## src/rtl/mem_access_unit.sv

```systemverilog
// MEM-stage load/store sequencer. Loads are sign/zero extended. The data
// memory only writes whole words, so byte and half stores are read-modify-write.
module mem_access_unit #(
    parameter int ADDR_W = 32
) (
    input  logic              clk,
    input  logic              rst_n,
    input  logic              req_valid,
    output logic              req_ready,
    input  logic              req_we,
    input  logic [2:0]        req_funct3,
    input  logic [ADDR_W-1:0] req_addr,
    input  logic [31:0]       req_wdata,
    output logic              resp_valid,
    output logic [31:0]       resp_rdata,
    output logic              resp_err,
    output logic              stall,
    output logic              mem_MemWrite,
    output logic [ADDR_W-1:0] mem_addr,
    output logic [31:0]       mem_din,
    input  logic [31:0]       mem_dout
);

    typedef enum logic [2:0] {
        S_IDLE, S_LOAD, S_STORE, S_RMW_RD, S_RMW_WR, S_RESP
    } state_t;

    state_t            r_state, w_next;
    logic              r_we_q;
    logic [2:0]        r_funct3_q;
    logic [ADDR_W-1:0] r_addr_q;
    logic [31:0]       r_wdata_q;
    logic [31:0]       r_old_q;
    logic [31:0]       r_rdata_q;
    logic              r_err_q;

    logic              w_accept;
    logic              w_illegal;
    logic [31:0]       w_ext;
    logic [31:0]       w_merge;

    assign w_accept   = req_valid && (r_state == S_IDLE);
    assign mem_addr   = r_addr_q;
    assign resp_rdata = r_rdata_q;
    assign resp_err   = r_err_q;
    assign stall      = ((r_state != S_IDLE) && (r_state != S_RESP)) ||
                        ((r_state == S_IDLE) && req_valid);

    // Decode the incoming request for an illegal funct3.
    always_comb begin
        w_illegal = 1'b0;
        if (req_we)
            w_illegal = !(req_funct3 inside {3'b000, 3'b001, 3'b010});
        else
            w_illegal = !(req_funct3 inside {3'b000, 3'b001, 3'b010, 3'b100, 3'b101});
    end

    // Load extension and sub-word merge for the RMW write.
    always_comb begin
        w_ext = 32'h0;
        case (r_funct3_q)
            3'b000:  w_ext = {{24{mem_dout[7]}}, mem_dout[7:0]};
            3'b001:  w_ext = {{16{mem_dout[15]}}, mem_dout[15:0]};
            3'b010:  w_ext = mem_dout;
            3'b100:  w_ext = {24'h0, mem_dout[7:0]};
            3'b101:  w_ext = {16'h0, mem_dout[15:0]};
            default: w_ext = 32'h0;
        endcase
        w_merge = (r_funct3_q == 3'b000) ? {r_old_q[31:8],  r_wdata_q[7:0]}
                                          : {r_old_q[31:16], r_wdata_q[15:0]};
    end

    // Next-state logic and per-state outputs.
    always_comb begin
        w_next       = r_state;
        req_ready    = 1'b0;
        resp_valid   = 1'b0;
        mem_MemWrite = 1'b0;
        mem_din      = 32'h0;
        case (r_state)
            S_IDLE: begin
                req_ready = 1'b1;
                if (req_valid) begin
                    if (w_illegal)                  w_next = S_RESP;
                    else if (!req_we)               w_next = S_LOAD;
                    else if (req_funct3 == 3'b010)  w_next = S_STORE;
                    else                            w_next = S_RMW_RD;
                end
            end
            S_LOAD:   w_next = S_RESP;
            S_STORE: begin
                mem_MemWrite = 1'b1;
                mem_din      = r_wdata_q;
                w_next       = S_RESP;
            end
            S_RMW_RD: w_next = S_RMW_WR;
            S_RMW_WR: begin
                mem_MemWrite = 1'b1;
                mem_din      = w_merge;
                w_next       = S_RESP;
            end
            S_RESP: begin
                resp_valid = 1'b1;
                w_next     = S_IDLE;
            end
            default:  w_next = S_IDLE;
        endcase
    end

    // State register, request capture and response registers.
    // rdata/err change only when a response is about to be presented.
    always_ff @(posedge clk or negedge rst_n) begin
        if (!rst_n) begin
            r_state    <= S_IDLE;
            r_we_q     <= 1'b0;
            r_funct3_q <= 3'b0;
            r_addr_q   <= '0;
            r_wdata_q  <= 32'h0;
            r_old_q    <= 32'h0;
            r_rdata_q  <= 32'h0;
            r_err_q    <= 1'b0;
        end else begin
            r_state <= w_next;
            if (w_accept) begin
                r_we_q     <= req_we;
                r_funct3_q <= req_funct3;
                r_addr_q   <= req_addr;
                r_wdata_q  <= req_wdata;
                if (w_illegal) begin
                    r_rdata_q <= 32'h0;
                    r_err_q   <= 1'b1;
                end
            end
            case (r_state)
                S_LOAD: begin
                    r_rdata_q <= w_ext;
                    r_err_q   <= 1'b0;
                end
                S_STORE, S_RMW_WR: begin
                    r_rdata_q <= 32'h0;
                    r_err_q   <= 1'b0;
                end
                S_RMW_RD: r_old_q <= mem_dout;
                default: ;
            endcase
        end
    end

endmodule

```

## config.mk

```make
export PLATFORM = sky130hd
export DESIGN_NAME = mem_access_unit
export DESIGN_NICKNAME = d
export VERILOG_FILES = /design/src/rtl/mem_access_unit.sv
export SDC_FILE = /design/constraint.sdc
export NUM_CORES = 1
export LEC_CHECK = 0
export CORE_AREA = 3 3 138 100
export DETAILED_ROUTE_END_ITERATION = 12
export DIE_AREA = 0 0 141 103
export PLACE_DENSITY = 0.8
export SLEW_MARGIN = 10
export SYNTH_ARGS = -nofsm -noshare
export SYNTH_HDL_FRONTEND = slang
export SYNTH_SLANG_ARGS = --single-unit
```

## constraint.sdc

```tcl
create_clock -name clk -period 2.52 [get_ports clk]
set_clock_uncertainty 0.2 [all_clocks]
set_input_delay 0.504 -clock clk [delete_from_list [all_inputs] [get_ports clk]]
set_output_delay 0.504 -clock clk [all_outputs]
set_load 0.01 [all_outputs]
```

==> results.sh <==
export IMPL_crit_arrival_ps=1970
export IMPL_wl_per_cell_microns=19.3
export IMPL_cp_end_kind="primary output"
export IMPL_ys_ff_latch=127
export IMPL_finalPower_mw=10.8
export IMPL_cts_root_buf="clkbuf_16"
export IMPL_wl_met2_microns=7180
export IMPL_max_slew_margin_rel_pct=60.7
export IMPL_cp_max_fo=3
export IMPL_critPathLaunchType="flip-flop"
export IMPL_yosysSeqAreaShare_pct=56.2
export IMPL_wirelength_microns=15700
export IMPL_fp_dieW_microns=141
export IMPL_dr_pass1_iters=4
export IMPL_io_pins=204
export IMPL_diodes=0
export IMPL_status="finished with violations"
export IMPL_synthFlopType="dfrtp_1"
export IMPL_clk_pin_slew_ps=60
export IMPL_path_class="reg -> out"
export IMPL_clock_fmax_ghz=0.374
export IMPL_drt_iter0_drc=233
export IMPL_wl_met3_microns=1360
export IMPL_fin_crit_ps=2670
export IMPL_grt_util_all_layers_pct=22.1
export IMPL_final_area_sq_um=8710
export IMPL_grt_max_degree=58
export IMPL_num_rows=34
export IMPL_h_tree_depth=4
export IMPL_slew_viol_final=0
export IMPL_rsz0062_at_grt="true"
export IMPL_cts_buffers=17
export IMPL_nFillCells=860
export IMPL_tightest_slew_ps=590
export IMPL_grt_overflow=0
export IMPL_finalNetCount=741
export IMPL_min_path_type="reg -> reg"
export IMPL_clock_latency_ps=400
export IMPL_ant_nets=0
export IMPL_dp_hpwl_microns=11000
export IMPL_synth_cell_type_count=37
export IMPL_top_layer="met4"
export IMPL_clock_sinks=127
export IMPL_powerDensity_nw_per_um2=1240
export IMPL_ir_drop_uv=635
export IMPL_initial_core_util_pct=45.4
export IMPL_vias_per_cell=5.40
export IMPL_antenna_found_initial=0
export IMPL_maxCapViolations=0
export IMPL_grt_pass1_wl_microns=25100
export IMPL_regArea_sq_um=3180
export IMPL_finalSetupViolations=8
export IMPL_first_global_vias=4679
export IMPL_drc=0
export IMPL_synth_nets=523
export IMPL_multi_input_area_sq_um=2360
export IMPL_die_height_microns=103
export IMPL_ys_async_sr_fraction_pct=100
export IMPL_finalCritPeriodShare_pct=106
export IMPL_preCtsSetupSlack_ps=-33.1
export IMPL_syn_avg_cell_area_sq_um=13.5
export IMPL_wl_met1_microns=7010
export IMPL_drive_above_1_share_pct=25.8
export IMPL_power_leakage_nw=3.75
export IMPL_core_sq_um=12500
export IMPL_place_area_sq_um=7950
export IMPL_hold_viol=0
export IMPL_areaGrowthSynthToFinish_pct=54.1
export IMPL_synth_edf_count=0
export IMPL_postLayoutSetupSlackWorst_ps=-154
export IMPL_whs_ps=281
export IMPL_clockBufferDepth=2
export IMPL_yosys_warnings=0
export IMPL_vias=4392
export IMPL_cp_required_ps=1820
export IMPL_fp_dieArea_sq_um=14500
export IMPL_netlist_instances=420
export IMPL_io_buffers=203
export IMPL_gp_congestion=0.846
export IMPL_violations="setup timing"
export IMPL_synth_area_sq_um=5650
export IMPL_cts_tree="built"
[power breakdown]
part           switching, mW  total [mW]  internal, mW  leakage, nW
clock network          0.904        2.74          1.84        0.315
registers              0.566        3.56          3.00         1.56
logic                   2.02        4.54          2.52         1.88
total                   3.49        10.8          7.36         3.75
[cells by family (layout without fill, tap and decap cells)]
logic type | Yosys count | in the layout | synth area share (%)
buf+inv | 41 | 271 | 3.30
simple gates | 43 | 43 | 4.49
compound gates | 93 | 94 | 13.5
xor+xnor | 1 | 1 | 0.155
mux | 115 | 115 | 22.4
flops | 127 | 127 | 56.2
[critical path, stage by stage (launching register included)]
cell,delay [ps]
dfrtp_1,380
or3_4,420
nor3_4,200
buf_6,150
buf_6,90
buf_6,80
a32o_1,120
buf_2,130
[what timing repair did]
action	4_1_cts	5_1_grt
gates resized for setup	87	14
endpoints found under the hold margin	55	0
endpoints found under the setup margin	36	16
buffers inserted	6	2
hold buffers	1	0
gates cloned	0	1
pin swaps	4	3
[through the flow]
| step | instances | TNS (ps) | utilization [%] |
|---|---|---|---|
| after detailed placement | 771 | -253 | 63.8 |
| after CTS | 810 | -865 | 69.6 |
| after global placement | 771 | 0 | 63.8 |
| after floorplan | 420 | 0 | - |
| after global routing | 813 | -1480 | 69.9 |
| final | 813 | -772 | 69.9 |
[layout make-up]
| cell class | instances | share of cell area, % |
|---|---|---|
| repair buffers | 236 | 26.1 |
| flip-flops and latches | 127 | 36.5 |
| well taps | 162 | 2.33 |
| clock inverters | 12 | 2.37 |
| multi-input cells | 253 | 27.1 |
| clock buffers | 20 | 5.36 |
| inverters | 3 | 0.129 |
[cells in the mapped netlist, types with 2 or more instances]
cell type | n | share of area (%)
a21oi_1 | 3 | 0.27
a22oi_1 | 16 | 2.1
a32o_1 | 40 | 7.1
and2_1 | 10 | 1.1
buf_1 | 4 | 0.27
buf_2 | 17 | 1.5
buf_4 | 3 | 0.40
clkbuf_1 | 14 | 0.93
dfrtp_1 | 127 | 56
inv_1 | 2 | 0.13
mux2_1 | 19 | 3.8
mux2_2 | 72 | 14
mux2i_1 | 24 | 4.2
nand2_1 | 2 | 0.13
nand3b_1 | 2 | 0.27
nor2_1 | 17 | 1.1
nor2b_1 | 3 | 0.33
o21a_1 | 3 | 0.40
o21ai_0 | 18 | 1.6
o2bb2ai_1 | 7 | 1.1
[flip-flops by register name, indices dropped and copies added (netlist names)]
register / count
r_state: 3
resp_err: 1
r_funct3_q: 3
r_old_q: 24
resp_rdata: 32
r_wdata_q: 32
mem_addr: 32
[final timing paths]
check	from	end	slack (ps)	cells past startpoint
max	r_funct3_q[2]$_DFFE_PN0P_	mem_din[15]	-150	7
min	r_wdata_q[4]$_DFFE_PN0P_	r_wdata_q[4]$_DFFE_PN0P_	280	1
max reg2reg	r_state[0]$_DFFE_PN0P_	resp_rdata[18]$_DFFE_PN0P_	370	4
min reg2reg	r_wdata_q[4]$_DFFE_PN0P_	r_wdata_q[4]$_DFFE_PN0P_	280	1
max in group asynchronous	rst_n	resp_rdata[26]$_DFFE_PN0P_	960	3
min in group asynchronous	rst_n	mem_addr[4]$_DFFE_PN0P_	440	2
[placed cells by master (no fill, tap or decap), types with 8 or more instances in the layout]
master           count
mux2_1              19
a22oi_1             16
clkbuf_16           17
mux2i_1             24
dlygate4sd2_1       18
o21ai_0             18
buf_2                8
a32o_1              40
dfrtp_1            125
and2_1              10
mux2_2              72
nor2_1              16
clkdlybuf4s50_1    166
buf_4               22
[metal layers]
layer  track usage, %  up-vias
li1                 -     2015
met1             29.1     2178
met2             35.4      186
met3             7.88       13
met4             5.73        0
met5                0        -
(Power assumes the default switching activity.)
